[src/rtl/btb_pkg.sv]
// Shared definitions for the branch target buffer: 2-bit counter encodings
// and the per-entry storage record.
package btb_pkg;

    localparam int unsigned BTB_XLEN  = 32;
    localparam int unsigned BTB_TAG_W = 8;

    localparam logic [1:0] CNT_SNT = 2'b00;
    localparam logic [1:0] CNT_WNT = 2'b01;
    localparam logic [1:0] CNT_WT  = 2'b10;
    localparam logic [1:0] CNT_ST  = 2'b11;

    localparam logic [1:0] CNT_ALLOC = CNT_WT;
    localparam logic [1:0] CNT_RESET = CNT_WNT;

    typedef struct packed {
        logic                 valid;
        logic [BTB_TAG_W-1:0] tag;
        logic [BTB_XLEN-1:0]  target;
        logic [1:0]           cnt;
    } btb_entry_t;

endpackage

[src/rtl/sat_counter2.sv]
// Combinational next-state function of a 2-bit saturating direction counter.
module sat_counter2
    import btb_pkg::*;
(
    input  logic [1:0] cnt,
    input  logic       taken,
    output logic [1:0] cnt_next
);

    always_comb begin
        cnt_next = cnt;
        if (taken) begin
            if (cnt != CNT_ST) cnt_next = cnt + 2'd1;
        end else begin
            if (cnt != CNT_SNT) cnt_next = cnt - 2'd1;
        end
    end

endmodule

[src/rtl/btb_predictor.sv]
// Branch target buffer with 2-bit direction counters: IF lookup, EX update and
// mispredict redirect. Define BTB_STATS_EN to add the branch statistics outputs.
module btb_predictor
    import btb_pkg::*;
#(
    parameter int unsigned XLEN    = BTB_XLEN,
    parameter int unsigned ENTRIES = 16,
    parameter int unsigned TAG_W   = BTB_TAG_W
) (
    input  logic            clk,
    input  logic            reset,
    input  logic [XLEN-1:0] if_pc,
    output logic            if_hit,
    output logic            if_pred_taken,
    output logic [XLEN-1:0] if_pred_target,
    input  logic            ex_valid,
    input  logic [XLEN-1:0] ex_pc,
    input  logic            ex_pred_taken,
    input  logic [XLEN-1:0] ex_pred_target,
    input  logic            ex_taken,
    input  logic [XLEN-1:0] ex_target,
    output logic            redirect,
    output logic [XLEN-1:0] redirect_pc,
    output logic            flush
`ifdef BTB_STATS_EN
    ,
    output logic [XLEN-1:0] stat_branches,
    output logic [XLEN-1:0] stat_mispred,
    output logic [XLEN-1:0] stat_hits
`endif
);

    localparam int unsigned IDX_W = $clog2(ENTRIES);
    localparam int unsigned TAG_LO = IDX_W + 2;
    localparam int unsigned TAG_HI = IDX_W + TAG_W + 1;

    // The entry record is sized by the package, so the widths must agree.
    if (XLEN != BTB_XLEN || TAG_W != BTB_TAG_W) begin : g_width_check
        $error("btb_predictor: XLEN/TAG_W must match btb_pkg entry widths");
    end

    btb_entry_t table_q [ENTRIES];
    btb_entry_t table_d [ENTRIES];

    logic [IDX_W-1:0] if_idx, ex_idx;
    logic [TAG_W-1:0] if_tag, ex_tag;
    btb_entry_t       if_entry, ex_entry;
    logic             ex_hit;
    logic [1:0]       cnt_next;
    logic             mispredict;

    assign if_idx   = if_pc[IDX_W+1:2];
    assign if_tag   = if_pc[TAG_HI:TAG_LO];
    assign ex_idx   = ex_pc[IDX_W+1:2];
    assign ex_tag   = ex_pc[TAG_HI:TAG_LO];
    assign if_entry = table_q[if_idx];
    assign ex_entry = table_q[ex_idx];

    logic unused_if_lo;
    assign unused_if_lo = ^if_pc[1:0];
    if (TAG_HI + 1 < XLEN) begin : g_unused_hi
        logic unused_if_hi;
        assign unused_if_hi = ^if_pc[XLEN-1:TAG_HI+1];
    end

    always_comb begin
        if_hit         = if_entry.valid && (if_entry.tag == if_tag);
        if_pred_taken  = if_hit && if_entry.cnt[1];
        if_pred_target = if_hit ? if_entry.target : '0;
    end

    always_comb begin
        mispredict  = ex_valid && ((ex_pred_taken != ex_taken) ||
                                   (ex_taken && (ex_pred_target != ex_target)));
        redirect    = mispredict;
        flush       = mispredict;
        redirect_pc = '0;
        if (mispredict) redirect_pc = ex_taken ? ex_target : ex_pc + XLEN'(4);
    end

    assign ex_hit = ex_entry.valid && (ex_entry.tag == ex_tag);

    sat_counter2 u_sat_counter2 (
        .cnt      (ex_entry.cnt),
        .taken    (ex_taken),
        .cnt_next (cnt_next)
    );

    // A not-taken miss leaves the table alone; a taken miss allocates over any alias.
    always_comb begin
        table_d = table_q;
        if (ex_valid) begin
            if (ex_hit) begin
                table_d[ex_idx].cnt = cnt_next;
                if (ex_taken) table_d[ex_idx].target = ex_target;
            end else if (ex_taken) begin
                table_d[ex_idx].valid  = 1'b1;
                table_d[ex_idx].tag    = ex_tag;
                table_d[ex_idx].target = ex_target;
                table_d[ex_idx].cnt    = CNT_ALLOC;
            end
        end
    end

    always_ff @(posedge clk or posedge reset) begin
        if (reset) begin
            for (int i = 0; i < int'(ENTRIES); i++) begin
                table_q[i] <= '{valid: 1'b0, tag: '0, target: '0, cnt: CNT_RESET};
            end
        end else begin
            table_q <= table_d;
        end
    end

`ifdef BTB_STATS_EN
    logic [XLEN-1:0] stat_branches_q, stat_branches_d;
    logic [XLEN-1:0] stat_mispred_q,  stat_mispred_d;
    logic [XLEN-1:0] stat_hits_q,     stat_hits_d;

    always_comb begin
        stat_branches_d = stat_branches_q;
        stat_mispred_d  = stat_mispred_q;
        stat_hits_d     = stat_hits_q;
        if (ex_valid) stat_branches_d = stat_branches_q + XLEN'(1);
        if (mispredict) stat_mispred_d = stat_mispred_q + XLEN'(1);
        if (ex_valid && ex_pred_taken) stat_hits_d = stat_hits_q + XLEN'(1);
    end

    always_ff @(posedge clk or posedge reset) begin
        if (reset) begin
            stat_branches_q <= '0;
            stat_mispred_q  <= '0;
            stat_hits_q     <= '0;
        end else begin
            stat_branches_q <= stat_branches_d;
            stat_mispred_q  <= stat_mispred_d;
            stat_hits_q     <= stat_hits_d;
        end
    end

    assign stat_branches = stat_branches_q;
    assign stat_mispred  = stat_mispred_q;
    assign stat_hits     = stat_hits_q;
`endif

endmodule
[config.mk]
export PLATFORM = sky130hd
export DESIGN_NAME = btb_predictor
export DESIGN_NICKNAME = d
export VERILOG_FILES = /design/src/rtl/btb_pkg.sv /design/src/rtl/sat_counter2.sv /design/src/rtl/btb_predictor.sv
export SDC_FILE = /design/constraint.sdc
export NUM_CORES = 2
export LEC_CHECK = 0
export ABC_AREA = 1
export CAP_MARGIN = 40
export CORE_MARGIN = 2
export CORE_UTILIZATION = 50
export CTS_CLUSTER_SIZE = 14
export DETAILED_ROUTE_END_ITERATION = 7
export GPL_TIMING_DRIVEN = 1
export PLACE_DENSITY = 0.69
export SETUP_SLACK_MARGIN = 0.05
export SLEW_MARGIN = 40
export SYNTH_ARGS = -nofsm -noshare
export SYNTH_HDL_FRONTEND = slang
export SYNTH_HIERARCHICAL = 1
export SYNTH_SLANG_ARGS = --single-unit
[constraint.sdc]
create_clock -name clk -period 43.8 [get_ports clk]
set_clock_uncertainty 0.2 [all_clocks]
set_input_delay 6.57 -clock clk [delete_from_list [all_inputs] [get_ports clk]]
set_output_delay 6.57 -clock clk [all_outputs]
set_load 0.05 [all_outputs]
==> flow_metrics.tcl <==
set metrics [dict create \
    vias 32000 \
    area_growth_pct 12.55 \
    max_cap_viol_count 0 \
    cpMaxStageDelayCell "clkdlybuf4s50_1" \
    clk_latency_ps 630 \
    rows 97 \
    viasPerCell 5.730 \
    die_h_um 269.8 \
    worstSetupStartpoint "if_pc[2]" \
    ys_types 44 \
    gr-usage-all-layers_pct 31.25 \
    ys_seq_area_share_pct 48.79 \
    hold-path-endpoint "table_q[602]" \
    reg2reg_from "table_q[595]" \
    cts_sinks 688 \
    power_density_nw_per_um2 44.62 \
    endpoint_kind "output pin" \
    syn-cell-area_sq_um 35330 \
    yosys_warnings 6 \
    dp_hpwl_mm 67.88 \
    rr_worst_depth 14 \
    synth_cells 4653 \
    ys.flop_type "dfrtp_1" \
    die_area_sq_um 72800 \
    required_ps 37030 \
    core-area_sq_um 70030 \
    yosys-top-cells-area "dfrtp_1 (48%), nand2_1 (11%), o21ai_0 (10%), a21oi_1 (6.6%), inv_1 (4.2%)" \
    antenna_left 0 \
    yosys.area.top_type "dfrtp_1" \
    port_buffers 180 \
    cpMostUsedCell "nand2_1" \
    top_regs "table_q x688" \
    grt_remaining_overflow 0 \
    layoutNonFillerInstCount 5584 \
    fp.dieW_um 269.8 \
    slowest_delay_ps 890 \
    crit_buf_inv 6 \
    finalCritPeriodShare_pct 41.08 \
    cts_root_buf "clkbuf_16" \
    report.final.slew_viol_count 0 \
    leakage_nw 17.99 \
    fin_crit_ps 17990 \
    htreeDepth 3 \
    drive_gt1_share_pct 5.496 \
    min-delay-start "table_q[602]" \
    cts.reportedPaths.clkPinSlew_ps 50 \
    ys_ff_latch 688 \
    arrival_ps 11220 \
    numCtsBuffers 75 \
    seqCellArea_sq_um 17240 \
    reg2reg_slack_ps 40720 \
    min_path_cells 2 \
    async_reset_ff_share_pct 100.0 \
    worstPathCellList "buf_8, buf_6, buf_12, buf_16, a21oi_1, o21ai_0, nand3_1, nand3_1, nand2_1, nand2_1, nand2_1, nor3_1, nand3_2, buf_4, nor3_1, clkdlybuf4s50_1" \
    drtPass1Iterations 6 \
    grt_max_degree 133 \
    syn_nets 4791 \
    synth_area_per_cell_sq_um 7.592 \
    post_cts_buffers 0 \
    cts_tree "built" \
    wl_per_cell_um 20.54 \
    cts_buffer_depth 3 \
    tightest_slew_ps 825.2 \
    fin_nets 4721 \
    dpl.cell_count 5445 \
    place.gp.congestion 0.8911 \
    antenna_found_initial 5 \
    maxClockFrequency_mhz 55.58 \
    crit-reg2reg-capture "table_q[388]" \
    startpoint_type "input pin" \
    final_util_pct 56.78 \
    cts_resized 0 \
    multi_input_area_sq_um 14960 \
    cts_hold_buf 0 \
    grt_pass1_wl_mm 177.4 \
    critPathTopFamily "buffers and inverters" \
    finalHoldViolations 0 \
    rsz0062_at_grt "no" \
    drtIter0Drc 3657 \
    drc 0 \
    routed_wl_mm 114.7 \
    path_max_fanout 131 \
    relSlewSlack_pct 44.91 \
    outcome "complete, no violations" \
    hold_path_class "flip-flop to flip-flop" \
    peakVddDrop_mv 0.03517 \
    ios 201 \
    grt_pass1_vias 30030 \
    synth_top_area_share_pct 47.60 \
    synth_edf_count 0 \
    start_util_pct 50.45 \
    largest_register_ff_count 688 \
    critical_path_class "input pin to output pin" \
    n_fill_cell 6480 \
    path_depth 16 \
    setup_viol 0 \
    largest_register "table_q" \
    setup_tns_ps 0 \
]
[cell usage in the layout (no fill, tap or decap), drive strengths merged, types with 2 or more instances in the layout]
cell type,synthesis,routed
clkinv,12,20
nand3,238,238
nor3,55,55
a221oi,16,16
a32o,19,19
clkdlybuf4s50,0,173
bufinv,0,2
a21oi,467,467
o22ai,8,8
xor2,27,27
buf,110,65
nand2,1054,1054
diode,0,4
o211ai,58,58
inv,405,406
nor2,332,332
dfstp,16,16
nor4,5,5
clkbuf,275,123
o31ai,2,2
o2111ai,17,17
dfrtp,672,672
nand4,10,10
o221ai,2,2
a31oi,2,2
o21ai,832,832
xnor2,8,8
ha,5,5
[where the power goes]
part           internal [mW]  switching, mW  leakage, nW
registers              0.766         0.0612         8.32
clock network          0.363          0.261         1.17
logic                  0.116          0.207         8.50
total                   1.25          0.529         18.0
[area by class of cell]
type	count	share of cell area (%)
Timing Repair Buffer	238	5.982
Multi-Input combinational cell	3163	37.64
Antenna cell	4	0.02517
Sequential cell	688	43.35
Tap cell	940	2.958
Inverter	417	4.003
Clock buffer	123	5.655
Clock inverter	11	0.3933
[cell families (layout without fill, tap and decap cells)]
logic type               count (synthesis)  in the layout  share of synthesized area [%]
AND/OR/NAND/NOR                       1697           1697                          19.69
AO/OA/AOI/OAI                         1426           1426                          21.34
buffers and inverters                  802            789                          9.138
flip-flops                             688            688                          48.79
XOR/XNOR                                35             35                         0.8677
adder cells (fa/ha/maj)                  5              5                         0.1771
other                                    0              4                              0
[Yosys cell counts, types with 9 or more instances]
library cell / count
nand2_1: 1041
o21ai_0: 729
dfrtp_1: 672
a21oi_1: 467
inv_1: 393
nor2_1: 325
clkbuf_1: 275
nand3_1: 230
o21ai_1: 103
o211ai_1: 58
nor3_1: 53
buf_2: 51
buf_1: 34
xor2_1: 27
a32o_1: 19
o2111ai_1: 17
a221oi_1: 16
buf_6: 16
dfstp_2: 16
clkinv_1: 12
inv_2: 12
nand2_4: 11
buf_4: 9
nand4_1: 9
[metrics by stage]
stage	worst slack, ps	power (mW)	instance area, sq um	hold slack, ps
floorplan	17770	1.060	35330	230.1
global placement	25540	1.140	37170	251.5
detailed placement	25810	1.155	37320	254.4
CTS	25790	1.779	39730	263.0
global route	25560	1.868	39750	280.7
finish	25810	1.774	39760	261.4
[per-layer routing]
| metal | track usage [%] | vias up | share of wire, % |
|---|---|---|---|
| met4 | 14.46 | 6 | 4.8 |
| li1 | - | 15130 | - |
| met1 | 41.49 | 15250 | 41 |
| met5 | 0 | - | 0.037 |
| met3 | 5.877 | 295 | 8.1 |
| met2 | 49.80 | 1320 | 46 |
[worst max path at each step]
stage,end
2_1_floorplan,table_q[100]
3_3_place_gp,if_pred_target[27]
3_5_place_dp,if_pred_target[29]
4_1_cts,if_pred_target[29]
5_1_grt,if_pred_target[27]
6_report,if_pred_target[29]
[worst reg2reg max path: cells and delay by family, from the launching register on]
| family | cells | cell delay [ps] |
|---|---|---|
| flip-flops | 1 | 400 |
| AND/OR/NAND/NOR | 14 | 2360 |
No activity file was read; power rests on OpenSTA's default activity.
